### src/rtl/control_pkg.sv
// Shared types and constants for the multicycle MIPS control unit.
//   state_t  : 4-bit FSM state encoding, also exported on State_out
//   alu_op_t : 3-bit ALU operation code driven on ALUOpOut
//   OP_* / FN_* : decoded opcode and R-type funct values
//   funct_to_alu : R-type funct field to ALU operation
package control_pkg;

  localparam int STATE_W = 4;

  typedef enum logic [STATE_W-1:0] {
    S_FETCH      = 4'd0,
    S_FETCH_WAIT = 4'd1,
    S_DECODE     = 4'd2,
    S_MEM_ADDR   = 4'd3,
    S_MEM_RD     = 4'd4,
    S_MEM_WB     = 4'd5,
    S_MEM_WR     = 4'd6,
    S_ADDI_WB    = 4'd7,
    S_R_EXEC     = 4'd8,
    S_R_WB       = 4'd9,
    S_BRANCH     = 4'd10,
    S_JUMP       = 4'd11,
    S_ILLEGAL    = 4'd12
  } state_t;

  typedef enum logic [2:0] {
    ALU_LOAD = 3'd0,
    ALU_ADD  = 3'd1,
    ALU_SUB  = 3'd2,
    ALU_AND  = 3'd3,
    ALU_INC  = 3'd4,
    ALU_NEG  = 3'd5,
    ALU_XOR  = 3'd6,
    ALU_COMP = 3'd7
  } alu_op_t;

  localparam logic [5:0] OP_RTYPE = 6'h00;
  localparam logic [5:0] OP_LW    = 6'h23;
  localparam logic [5:0] OP_SW    = 6'h2B;
  localparam logic [5:0] OP_ADDI  = 6'h08;
  localparam logic [5:0] OP_BEQ   = 6'h04;
  localparam logic [5:0] OP_J     = 6'h02;

  localparam logic [5:0] FN_ADD = 6'h20;
  localparam logic [5:0] FN_SUB = 6'h22;
  localparam logic [5:0] FN_AND = 6'h24;
  localparam logic [5:0] FN_XOR = 6'h26;
  localparam logic [5:0] FN_SLT = 6'h2A;

  // Unrecognised funct codes fall back to ADD so R_EXEC never produces x.
  function automatic alu_op_t funct_to_alu(input logic [5:0] funct);
    alu_op_t op;
    case (funct)
      FN_ADD:  op = ALU_ADD;
      FN_SUB:  op = ALU_SUB;
      FN_AND:  op = ALU_AND;
      FN_XOR:  op = ALU_XOR;
      FN_SLT:  op = ALU_COMP;
      default: op = ALU_ADD;
    endcase
    return op;
  endfunction

endpackage

### src/rtl/mem_wait_counter.sv
// Memory wait-phase counter for the multicycle control unit.
// Counts the cycles of a memory phase starting at the access cycle; done is
// high once MEM_WAIT cycles have followed the access cycle. The count
// saturates at MEM_WAIT instead of wrapping.
// Ports:
//   clock  : rising-edge clock
//   reset  : asynchronous active-low reset, clears the count
//   clear  : synchronous clear, wins over enable
//   enable : advance the count this cycle
//   done   : count has reached MEM_WAIT
module mem_wait_counter #(
  parameter int MEM_WAIT = 2
) (
  input  logic clock,
  input  logic reset,
  input  logic clear,
  input  logic enable,
  output logic done
);

  localparam int CNT_W = (MEM_WAIT < 1) ? 1 : $clog2(MEM_WAIT + 1);
  localparam logic [CNT_W-1:0] LAST = CNT_W'(MEM_WAIT);

  logic [CNT_W-1:0] cnt_q;
  logic [CNT_W-1:0] cnt_d;

  always_comb begin
    cnt_d = cnt_q;
    if (clear) begin
      cnt_d = '0;
    end else if (enable && (cnt_q != LAST)) begin
      cnt_d = cnt_q + CNT_W'(1);
    end
  end

  always_ff @(posedge clock or negedge reset) begin
    if (!reset) begin
      cnt_q <= '0;
    end else begin
      cnt_q <= cnt_d;
    end
  end

  assign done = (cnt_q == LAST);

endmodule

### src/rtl/multicycle_control_fsm.sv
// Multicycle MIPS control unit: fetch/decode/execute FSM that drives the
// datapath mux selects and register enables. Decodes R-type add/sub/and/
// xor/slt, lw, sw, addi, beq and j. MEM_WAIT (1..15) sets the number of wait
// cycles following every memory access cycle.
// Optional feature: define CTRL_EXCEPTION_EN to trap illegal opcodes in a
// one-cycle ILLEGAL state (PC <- exception vector, ExcFlag=1). Without it an
// illegal opcode returns from DECODE straight to FETCH and ExcFlag stays 0.
// Ports:
//   clock, reset          : rising-edge clock, asynchronous active-low reset
//   Opcode, Funct         : IR[31:26], IR[5:0]
//   Zero                  : ALU zero flag (combined with PCWriteCond in datapath)
//   PCWriteCond, PCWrite  : conditional / unconditional PC write
//   IorD, MemReadWrite    : memory address select, 0=read 1=write
//   MemtoReg, IRWrite     : write-back source select, IR load
//   AluSrcA, AluSrcB      : ALU operand selects
//   RegWrite, RegDst      : register file write enable, destination select
//   AWrite, BWrite        : A/B operand register loads
//   ExcFlag               : illegal opcode trapped
//   PCSource              : next-PC select
//   ALUOpOut              : alu_op_t operation
//   State_out             : current state encoding (debug)
module multicycle_control_fsm
  import control_pkg::*;
#(
  parameter int MEM_WAIT = 2
) (
  input  logic       clock,
  input  logic       reset,
  input  logic [5:0] Opcode,
  input  logic [5:0] Funct,
  input  logic       Zero,
  output logic       PCWriteCond,
  output logic       PCWrite,
  output logic       IorD,
  output logic       MemReadWrite,
  output logic       MemtoReg,
  output logic       IRWrite,
  output logic       AluSrcA,
  output logic       RegWrite,
  output logic       RegDst,
  output logic       AWrite,
  output logic       BWrite,
  output logic       ExcFlag,
  output logic [1:0] PCSource,
  output logic [1:0] AluSrcB,
  output logic [2:0] ALUOpOut,
  output logic [3:0] State_out
);

  state_t  state_q;
  state_t  state_d;
  alu_op_t alu_op;
  logic    wait_clear;
  logic    wait_en;
  logic    wait_done;

  // The branch decision (PCWriteCond & Zero) is formed in the datapath.
  logic    zero_unused;
  assign zero_unused = Zero;

  // A memory phase starts at its access cycle: FETCH for instruction fetch,
  // the first MEM_RD/MEM_WR cycle for data. The counter restarts whenever
  // one of those states is newly entered and runs through the phase.
  assign wait_clear = (state_d != state_q) &&
                      (state_d inside {S_FETCH, S_MEM_RD, S_MEM_WR});
  assign wait_en    = state_q inside {S_FETCH, S_FETCH_WAIT, S_MEM_RD, S_MEM_WR};

  mem_wait_counter #(
    .MEM_WAIT(MEM_WAIT)
  ) u_wait (
    .clock (clock),
    .reset (reset),
    .clear (wait_clear),
    .enable(wait_en),
    .done  (wait_done)
  );

  always_ff @(posedge clock or negedge reset) begin
    if (!reset) begin
      state_q <= S_FETCH;
    end else begin
      state_q <= state_d;
    end
  end

  always_comb begin
    state_d      = state_q;
    PCWriteCond  = 1'b0;
    PCWrite      = 1'b0;
    IorD         = 1'b0;
    MemReadWrite = 1'b0;
    MemtoReg     = 1'b0;
    IRWrite      = 1'b0;
    AluSrcA      = 1'b0;
    RegWrite     = 1'b0;
    RegDst       = 1'b0;
    AWrite       = 1'b0;
    BWrite       = 1'b0;
    ExcFlag      = 1'b0;
    PCSource     = 2'b00;
    AluSrcB      = 2'b00;
    alu_op       = ALU_ADD;

    case (state_q)
      S_FETCH: begin
        PCWrite = 1'b1;
        AluSrcB = 2'b01;
        state_d = S_FETCH_WAIT;
      end
      S_FETCH_WAIT: begin
        if (wait_done) begin
          IRWrite = 1'b1;
          state_d = S_DECODE;
        end
      end
      S_DECODE: begin
        // Branch target is computed speculatively while A/B load.
        AWrite  = 1'b1;
        BWrite  = 1'b1;
        AluSrcB = 2'b11;
        case (Opcode)
          OP_RTYPE:              state_d = S_R_EXEC;
          OP_LW, OP_SW, OP_ADDI: state_d = S_MEM_ADDR;
          OP_BEQ:                state_d = S_BRANCH;
          OP_J:                  state_d = S_JUMP;
`ifdef CTRL_EXCEPTION_EN
          default:               state_d = S_ILLEGAL;
`else
          default:               state_d = S_FETCH;
`endif
        endcase
      end
      S_MEM_ADDR: begin
        AluSrcA = 1'b1;
        AluSrcB = 2'b10;
        case (Opcode)
          OP_LW:   state_d = S_MEM_RD;
          OP_SW:   state_d = S_MEM_WR;
          OP_ADDI: state_d = S_ADDI_WB;
          default: state_d = S_FETCH;
        endcase
      end
      S_MEM_RD: begin
        IorD = 1'b1;
        if (wait_done) begin
          state_d = S_MEM_WB;
        end
      end
      S_MEM_WB: begin
        MemtoReg = 1'b1;
        RegWrite = 1'b1;
        state_d  = S_FETCH;
      end
      S_MEM_WR: begin
        IorD         = 1'b1;
        MemReadWrite = 1'b1;
        if (wait_done) begin
          state_d = S_FETCH;
        end
      end
      S_ADDI_WB: begin
        RegWrite = 1'b1;
        state_d  = S_FETCH;
      end
      S_R_EXEC: begin
        AluSrcA = 1'b1;
        alu_op  = funct_to_alu(Funct);
        state_d = S_R_WB;
      end
      S_R_WB: begin
        // ALU op stays on the R-type function through write-back.
        RegWrite = 1'b1;
        RegDst   = 1'b1;
        alu_op   = funct_to_alu(Funct);
        state_d  = S_FETCH;
      end
      S_BRANCH: begin
        AluSrcA     = 1'b1;
        alu_op      = ALU_SUB;
        PCWriteCond = 1'b1;
        PCSource    = 2'b01;
        state_d     = S_FETCH;
      end
      S_JUMP: begin
        PCWrite  = 1'b1;
        PCSource = 2'b10;
        state_d  = S_FETCH;
      end
`ifdef CTRL_EXCEPTION_EN
      S_ILLEGAL: begin
        PCWrite  = 1'b1;
        PCSource = 2'b11;
        ExcFlag  = 1'b1;
        state_d  = S_FETCH;
      end
`endif
      default: begin
        state_d = S_FETCH;
      end
    endcase
  end

  assign ALUOpOut  = alu_op;
  assign State_out = state_q;

endmodule

### config.mk
export PLATFORM = sky130hd
export DESIGN_NAME = multicycle_control_fsm
export DESIGN_NICKNAME = d
export VERILOG_FILES = /design/src/rtl/control_pkg.sv /design/src/rtl/mem_wait_counter.sv /design/src/rtl/multicycle_control_fsm.sv
export SDC_FILE = /design/constraint.sdc
export NUM_CORES = 1
export LEC_CHECK = 0
export CAP_MARGIN = 0
export CORE_MARGIN = 2
export CORE_UTILIZATION = 42
export DETAILED_ROUTE_END_ITERATION = 6
export HOLD_SLACK_MARGIN = 0.1
export PLACE_DENSITY = 0.82
export SYNTH_ARGS = -nofsm -noshare
export SYNTH_HDL_FRONTEND = slang
export SYNTH_SLANG_ARGS = --single-unit
### constraint.sdc
create_clock -name clock -period 3.6 [get_ports clock]
set_clock_uncertainty 0.05 [all_clocks]
set_input_delay 0.54 -clock clock [delete_from_list [all_inputs] [get_ports clock]]
set_output_delay 0.54 -clock clock [all_outputs]
set_load 0.005 [all_outputs]
==> results.json <==
{
  "holdBufCountCts": 0,
  "tightest_slew_ns": 0.626,
  "finalCritPeriodShare_pct": 77.3,
  "yosys.area_share.adder_pct": 1.67,
  "ys_types": 42,
  "worstSetupPathType": "reg2out",
  "gp_congestion": 0.831,
  "root_buffer": "clkbuf_4",
  "rsz0062_at_grt": "false",
  "yosys-top-cells-area": "dfrtp_1 (20%), a21oi_1 (7.4%), nor2_1 (6.0%)",
  "fp-row-count": 15,
  "die_h_um": 46.2,
  "synthesis.area_sq_um": 748,
  "hold_path_class": "in2async",
  "firstDrtPassIters": 4,
  "avgSynthCellArea_sq_um": 7.26,
  "path_clk_slew_ns": 0.04,
  "cp.required_ns": 3.01,
  "fin_util_pct": 63.4,
  "cts_made_buffers": 3,
  "fillers": 167,
  "synth_seq_cells": 6,
  "synth_edf_count": 0,
  "initialDrtViolationCount": 14,
  "die_w_um": 46.2,
  "drive_gt1_share_pct": 6.11,
  "syn_to_final_growth_pct": 44.8,
  "power.density_mw_per_mm2": 473,
  "hold_violations": 0,
  "setup-tns-final_ns": 0,
  "viasPerCell": 5.48,
  "overflow": 0,
  "rr_worst_depth": 5,
  "clockBufferDepth": 2,
  "clkSinkCount": 6,
  "syn_inst": 103,
  "rr_startpoint": "State_out[1]",
  "synthArstFlopShare_pct": 100,
  "switching_power_mw": 0.210,
  "cts.htree.levels": 1,
  "synth.top_cell.area_share_pct": 20.1,
  "p_comb_share_pct": 59.9,
  "finalPower_mw": 0.512,
  "post_drt_wl_per_cell_um": 12.5,
  "finalSetupViolCount": 0,
  "yosys_warnings": 0,
  "dpl.cell_count": 153,
  "switching_share_pct": 40.9,
  "grt_usage_pct": 19.4,
  "cp_max_fo": 24,
  "maxCapViolations": 0,
  "grt_pass1_vias": 742,
  "cp.arrival_ns": 2.19,
  "antenna_found_initial": 0,
  "clk_latency_ns": 0.24,
  "endpoint_kind": "output pin",
  "r2r-end": "u_wait.cnt_q[0]",
  "yosys.area.top_type": "dfrtp_1",
  "antenna_cells": 0,
  "timing.slew.headroom_pct": 58.3,
  "p_leak_nw": 0.423,
  "synth_top_family_by_area": "simple AND/OR/NAND/NOR gates",
  "grt_max_degree": 25,
  "ys.flop_type": "dfrtp_1",
  "synth_compound_area_share_pct": 21.4,
  "yosys.area_share.simple_pct": 42.3,
  "drc": 0,
  "cellInternalPower_mw": 0.302,
  "cts_setup_buffers": 0,
  "r2r_slack_ns": 1.54,
  "grt_pass1_wl_um": 3080,
  "start_util_pct": 43.8,
  "muxShareOfSynthArea_pct": 0,
  "seqPwrFrac_pct": 28.1,
  "wl_um": 1940,
  "critPathLaunchType": "flop",
  "tritoncts": "yes",
  "vdd_drop_max_v": 0.000327,
  "seq_area_frac_synth_pct": 20.1,
  "fin_cells": 156,
  "num_vias": 855,
  "synth_nets": 119,
  "final_max_slew_viol_count": 0,
  "place.port_buffers": 35,
  "status": "finished, final reports clean",
  "die-area_sq_mm": 0.00213,
  "power.clock.fraction_pct": 12.1,
  "finalCriticalPeriod_ns": 2.78,
  "ant_nets": 0,
  "dp_hpwl_um": 1440,
  "fp.coreArea_sq_mm": 0.00171,
  "fmax_mhz": 359,
  "cts_resized": 0,
  "dpl_cell_area_sq_mm": 0.00106,
  "synth_xor_area_share_pct": 2.34,
  "fin_nets": 149,
  "ios": 38,
  "postLayoutCellArea_sq_mm": 0.00108
}
-- power by group through the flow --
stage               registers (mW)  logic, mW  clock network (mW)
global placement             0.142      0.300                   0
finish                       0.144      0.307              0.0617
CTS                          0.143      0.308              0.0642
global route                 0.151      0.338              0.0697
floorplan                    0.104      0.241                   0
detailed placement           0.144      0.307                   0
-- cell usage after synthesis (3+ instances only) --
master	count
nor2_1	12
a21oi_1	11
nand2_1	8
nor3_1	7
dfrtp_1	6
inv_1	5
buf_4	4
clkbuf_1	3
nand3_1	3
nor2b_1	3
-- stage by stage --
| stage | hold WS [ns] | setup WS [ns] |
|---|---|---|
| floorplan | 0.194 | 1.78 |
| global placement | 0.490 | 0.857 |
| detailed placement | 0.510 | 0.851 |
| CTS | 0.481 | 0.810 |
| global route | 0.478 | 0.588 |
| finish | 0.480 | 0.816 |
-- sequential cells by signal (all words and copies together) (netlist names) --
register	count
State_out	4
u_wait.cnt_q	2
-- logic make-up (layout without fill, tap and decap cells) --
| kind of cell | Yosys count | after routing |
|---|---|---|
| compound gates | 25 | 25 |
| xor+xnor | 2 | 2 |
| fa+ha+maj | 1 | 1 |
| buf+inv | 15 | 43 |
| flops | 6 | 6 |
| other cells | 1 | 1 |
| simple gates | 53 | 53 |
-- area by class of cell --
class                      instances  area [sq um]  share of cell area [%]
clock buffer                       3          22.5                    2.08
inverter                           5          18.8                    1.73
sequential                         6           150                    13.9
tap                               25          31.3                    2.89
timing repair buffer              35           350                    32.3
multi-input combinational         82           510                    47.1
-- metal layers --
layer	wire length, um	vias up	global-route usage [%]
li1	-	429	-
met1	861	394	23.3
met2	968	32	34.4
met3	112	0	5.10
met4	0	0	3.43
met5	0	-	0
-- worst max-delay path: stages (launching register included) --
cell	delay, ns
dfrtp_1	0.60
nor4b_1	0.50
nand2_1	0.13
nor3_1	0.19
clkdlybuf4s50_1	0.53
-- layout by cell type (no fill, tap or decap) --
cell type / synthesis / routed
nor2b_1: 3 / 3
and3_1: 2 / 2
a2111o_1: 1 / 1
clkdlybuf4s50_1: 0 / 35
or4b_1: 1 / 1
inv_1: 5 / 5
clkbuf_4: 0 / 3
a31oi_1: 1 / 1
o21ai_0: 1 / 1
nand3_1: 3 / 3
nor2b_2: 1 / 1
and4bb_2: 1 / 1
and4b_1: 1 / 1
or2_2: 1 / 1
and2_1: 2 / 2
o21ai_1: 2 / 2
ha_1: 1 / 1
xnor2_1: 2 / 2
conb_1: 1 / 1
nor3_1: 7 / 7
a211oi_1: 1 / 1
nor4b_1: 1 / 1
nand2_1: 8 / 8
o21bai_1: 2 / 2
o311ai_0: 1 / 1
o221ai_1: 1 / 1
or3_1: 1 / 1
a21o_1: 1 / 1
nand3b_1: 1 / 1
nor4_1: 1 / 1
nand2b_1: 2 / 2
o2111ai_1: 2 / 2
a21oi_1: 11 / 11
nor4_2: 1 / 1
and4bb_1: 2 / 2
a21boi_1: 1 / 1
nor4b_2: 1 / 1
nand4_1: 1 / 1
dfrtp_1: 6 / 6
nor2_1: 12 / 12
-- worst max path at each step --
stage,startpoint,to,slack [ns],cells past startpoint
after floorplan,State_out[0],PCWrite,1.78,4
final,State_out[1],ALUOpOut[2],0.82,4
after detailed placement,Funct[0],ALUOpOut[2],0.85,5
after global placement,Funct[0],ALUOpOut[2],0.86,5
after CTS,State_out[1],ALUOpOut[2],0.81,4
after global routing,State_out[1],ALUOpOut[2],0.59,4
Note: power is estimated with default switching activity, not from simulation.
==> RTL change 1 (config.mk and constraints unchanged) <==
Reset style: synchronous (`reset`), changed in 2 clocked blocks. Comments in the files are not updated.
--- a/src/rtl/mem_wait_counter.sv
+++ b/src/rtl/mem_wait_counter.sv
@@ -35,3 +35,3 @@
 
-  always_ff @(posedge clock or negedge reset) begin
+  always_ff @(posedge clock) begin
     if (!reset) begin
--- a/src/rtl/multicycle_control_fsm.sv
+++ b/src/rtl/multicycle_control_fsm.sv
@@ -77,3 +77,3 @@
 
-  always_ff @(posedge clock or negedge reset) begin
+  always_ff @(posedge clock) begin
     if (!reset) begin
Formal check against the unedited RTL: differs if reset is asserted again (counterexample within 4 cycles, from zero or initial values and one cycle with reset low); with reset held inactive, the same outputs for 10 cycles.
==> RTL change 1 against the original RTL <==
- routed wire length grew 3.7%
- highest routed layer is now met4
- synthesized cell count increased by 2.9%
- sequential cell count is the same
- first-iteration DRC count fell by 29%
- via count grew 0.23%
- design area shrank 2.0%
- area after synthesis down 2.3%
- largest cell class unchanged
- setup slack worse by 0.090 ns
- cell count decreased by 3.8%
Power is not compared: it rests on default switching activity, and its combinational part moved more than twofold at a synthesized area within 25%.
==> RTL change 1: results <==
[synth]
synth_fa_ha_area_frac = 0.0171
yosys.area.top_type = dfxtp_1
ys_async_sr_fraction = 0
yosysSeqAreaShare = 0.164
muxShareOfSynthArea = 0.0274
synth-xor-area-share = 0.0240
synth_compound_area_frac = 0.243
synthTopCellsByCount = nor2_1, a21oi_1, nor3_1
synth_cell_type_count = 43
synth.area.top_cells = dfxtp_1, nor2_1, a21oi_1
synth_nets = 122
yosysWarningCount = 0

[worst_hold_path]
hold_path.class = reg2reg
holdPathStages = 2
worstHoldStart = u_wait.cnt_q[1]

[clock_tree]
cts_setup_buffers = 0
clock_latency_ns = 0.24
cts_buffers = 3
clkTransAtPathRegs_ns = 0.04

[worst_setup_path]
crit_slowest_cell = clkdlybuf4s50_1
critPathArrivalTime_ns = 2.28
rrSetupSlack_ns = 1.47
critPathMaxStageDelay_ns = 0.55
reg2reg_depth = 5
cp_max_fo = 2
timing.rr.end = u_wait.cnt_q[0]
r2r_start = State_out[1]

[global_routing]
met2_usage = 0.321
grt_pass1_wl_um = 3150
grt_pass1_vias = 710
antenna_found_initial = 0
grt_util_met3 = 0.0159
track_usage = 0.204
met1_usage = 0.285
grt_max_degree = 22

[pwr]
p_leak_nw = 0.377

[run_status]
status = complete, no violations

[cells_and_area]
num-fill-cells = 169
final_nets = 151
final_layout_size_suffix_gt1_frac = 0.0376

[sta]
slew_headroom = 0.573

[placed_design]
place.gp.congestion = 0.853
dp.final_hpwl_um = 1490

[drt]
detail_route.wl_per_cell_um = 13.4
drt_iter0_markers = 10
vias = 857
## RTL change 1: changes by cell type in the layout (fill, tap and decap cells not counted), moves of 3 or more
cell      change
nand2_1       -4
nor2_1        +3
dfxtp_1       +6
dfrtp_1       -6
nand2b_1      +4
## RTL change 1: worst max-delay path by stage
stage,from,to,slack [ns],cells after the start
detailed placement,Funct[5],ALUOpOut[1],0.75,7
finish,Funct[5],ALUOpOut[1],0.73,7
floorplan,State_out[0],PCWrite,1.79,4
global route,Funct[5],ALUOpOut[1],0.63,7
CTS,Funct[5],ALUOpOut[1],0.75,7
global placement,Funct[5],ALUOpOut[1],0.82,7
## RTL change 1: power breakdown
group | internal, mW | switching [mW] | total (mW)
Combinational | 0.0767 | 0.0615 | 0.138
Sequential | 0.0786 | 0.0191 | 0.0977
Clock | 0.0376 | 0.0234 | 0.0610
Total | 0.193 | 0.104 | 0.297
## RTL change 1: cells by family (layout without fill, tap and decap cells)
logic type / Yosys count / count (layout)
AND/OR/NAND/NOR: 54 / 54
multiplexers: 2 / 2
XOR/XNOR: 2 / 2
flip-flops: 6 / 6
buffers and inverters: 15 / 42
adder cells (fa/ha/maj): 1 / 1
AO/OA/AOI/OAI: 25 / 25
other: 1 / 1
## RTL change 1: metrics by stage
step	worst slack [ns]	cell area, sq um	util	hold slack, ns	cells
6_report	0.726	1060	0.629	0.508	150
3_3_place_gp	0.816	1040	0.616	0.456	147
3_5_place_dp	0.752	1040	0.616	0.483	147
2_1_floorplan	1.79	731	-	0.445	106
5_1_grt	0.634	1060	0.629	0.561	150
4_1_cts	0.749	1060	0.629	0.493	150
## RTL change 1: worst max-delay path, delay by kind of cell
family          cells  cell delay, ns
compound gates      2            0.25
simple gates        3            0.49
buf+inv             2            1.00
## RTL change 1: area by class of cell
cell class	count	area (sq um)	area share
tap	17	21.3	0.0200
multi-input combinational	85	533	0.502
inverter	4	15.0	0.0141
timing repair buffer	35	350	0.330
sequential	6	120	0.113
clock buffer	3	22.5	0.0212
## RTL change 1: metal layers
| metal | part of all wire | vias to the layer above |
|---|---|---|
| met5 | 0 | - |
| met4 | 0.019 | 0 |
| met3 | 0.037 | 4 |
| met2 | 0.48 | 16 |
| met1 | 0.47 | 401 |
| li1 | - | 436 |
==> RTL change 2 (config.mk and constraints unchanged) <==
Without the edit above. `MEM_WAIT` is set to 2 in 2 places; all go to 4.
--- a/src/rtl/mem_wait_counter.sv
+++ b/src/rtl/mem_wait_counter.sv
@@ -11,3 +11,3 @@
 module mem_wait_counter #(
-  parameter int MEM_WAIT = 2
+  parameter int MEM_WAIT = 4
 ) (
--- a/src/rtl/multicycle_control_fsm.sv
+++ b/src/rtl/multicycle_control_fsm.sv
@@ -24,3 +24,3 @@
 #(
-  parameter int MEM_WAIT = 2
+  parameter int MEM_WAIT = 4
 ) (
Formal check against the unedited RTL: not equivalent (a bounded check fails within 4 cycles, from zero or initial values and one cycle with reset low).
==> RTL change 2 against the original RTL <==
- synthesized cell count stayed put
- die area is 4.9% higher
- total power is 4.6% lower
- area after synthesis is 5.4% higher
- setup slack worse by 0.26 ns
- highest routed layer unchanged
- design area is 6.2% higher
- combinational power is 13% lower
- largest cell class unchanged
- sequential cell count is 1 higher
- routed wire length is 4.1% higher
==> RTL change 2: results <==
[drt]
drt_iter0_markers = 12
met2_length_um = 1020
vias_per_cell = 5.38
wl_met3_um = 98
finalWirelength_um = 2020
top_layer = met3
met1_length_um = 906
drt_pass1_iterations = 6

[global_routing]
grt_max_degree = 17
met1_usage = 0.240
met2_usage = 0.349
grt_pass1_wl_um = 3110
grt_util_met3 = 0.0615
track_usage = 0.196
grt_pass1_vias = 750
antenna_found_initial = 0

[placed_design]
place_worst_setup_slack_ns = 0.554
io_buffers = 35
dpl-instance-area_sq_mm = 0.00112
dp.final_hpwl_um = 1680
place.gp.congestion = 0.797

[clock_tree]
cts_setup_buffers = 0
cts_htree_levels = 1
cts_resized = 0
cts_buffers = 3
clock_tree.root_cell = clkbuf_4
clkTransAtPathRegs_ns = 0.05
clock_latency_ns = 0.25
clockBufferDepth = 2

[synth]
synth_fa_ha_area_frac = 0.0444
synth-xor-area-share = 0.0333
synthTopCellsByCount = nor2_1, dfrtp_1, nand2b_1
yosysSeqAreaShare = 0.222
yosysWarningCount = 0
synth_nets = 120
synth_compound_area_frac = 0.210
muxShareOfSynthArea = 0.0381
synth.area.top_cells = dfrtp_1, nand2b_1, nor2_1
synth_cell_type_count = 46
ys_async_sr_fraction = 1.00

[worst_hold_path]
hold_path.class = in2async

[run_status]
status = complete, no violations

[cells_and_area]
largest_register_ffs = 4
final_nets = 152
final_layout_size_suffix_gt1_frac = 0.0672
antenna_cells = 0

[worst_setup_path]
cp_max_fo = 3
crit_buf_inv = 2
cp_top_family = simple AND/OR/NAND/NOR gates
crit_slowest_cell = or4b_1
critPathMaxStageDelay_ns = 0.52

[pwr]
p_leak_nw = 0.462
peakVddDrop_mv = 0.364
==> RTL change 2: cell families (layout without fill, tap and decap cells) <==
kind of cell / after synthesis / in the layout
and+or+nand+nor: 51 / 51
AOI/OAI and AO/OA: 24 / 24
buffers and inverters: 11 / 42
DFF: 7 / 7
adders and majority gates: 3 / 3
xor gates and xnor gates: 3 / 3
muxes: 3 / 3
other: 1 / 1
==> RTL change 2: worst paths after layout <==
kind                                      start         endpoint  slack [ns]  cells after the start
worst max register to register     State_out[2]     State_out[1]        1.92                      4
min in group clock              u_wait.cnt_q[1]  u_wait.cnt_q[1]        0.59                      2
worst max-delay path                   Funct[0]      ALUOpOut[1]        0.56                      5
worst min-delay path                      reset  u_wait.cnt_q[1]        0.50                      1
worst min register to register  u_wait.cnt_q[1]  u_wait.cnt_q[1]        0.59                      2
max in group asynchronous                 reset     State_out[2]        2.77                      1
==> RTL change 2: final cells by class <==
| class | count | area, sq um |
|---|---|---|
| Tap cell | 25 | 31.3 |
| Fill cell | 169 | 594 |
| Timing Repair Buffer | 35 | 350 |
| Sequential cell | 7 | 175 |
| Multi-Input combinational cell | 85 | 557 |
| Inverter | 3 | 11.3 |
| Clock buffer | 4 | 26.3 |
==> RTL change 2: through the flow <==
| step | hold WS, ns | std cells |
|---|---|---|
| finish | 0.497 | 159 |
| CTS | 0.499 | 159 |
| global placement | 0.547 | 155 |
| detailed placement | 0.588 | 155 |
| floorplan | 0.194 | 103 |
| global route | 0.517 | 159 |
==> RTL change 2: power breakdown <==
group	total, mW	switching [mW]	leakage (nW)	internal, mW
logic	0.268	0.120	0.360	0.147
clock network	0.0700	0.0277	0.0150	0.0422
registers	0.151	0.0446	0.0874	0.106
total	0.489	0.193	0.462	0.296
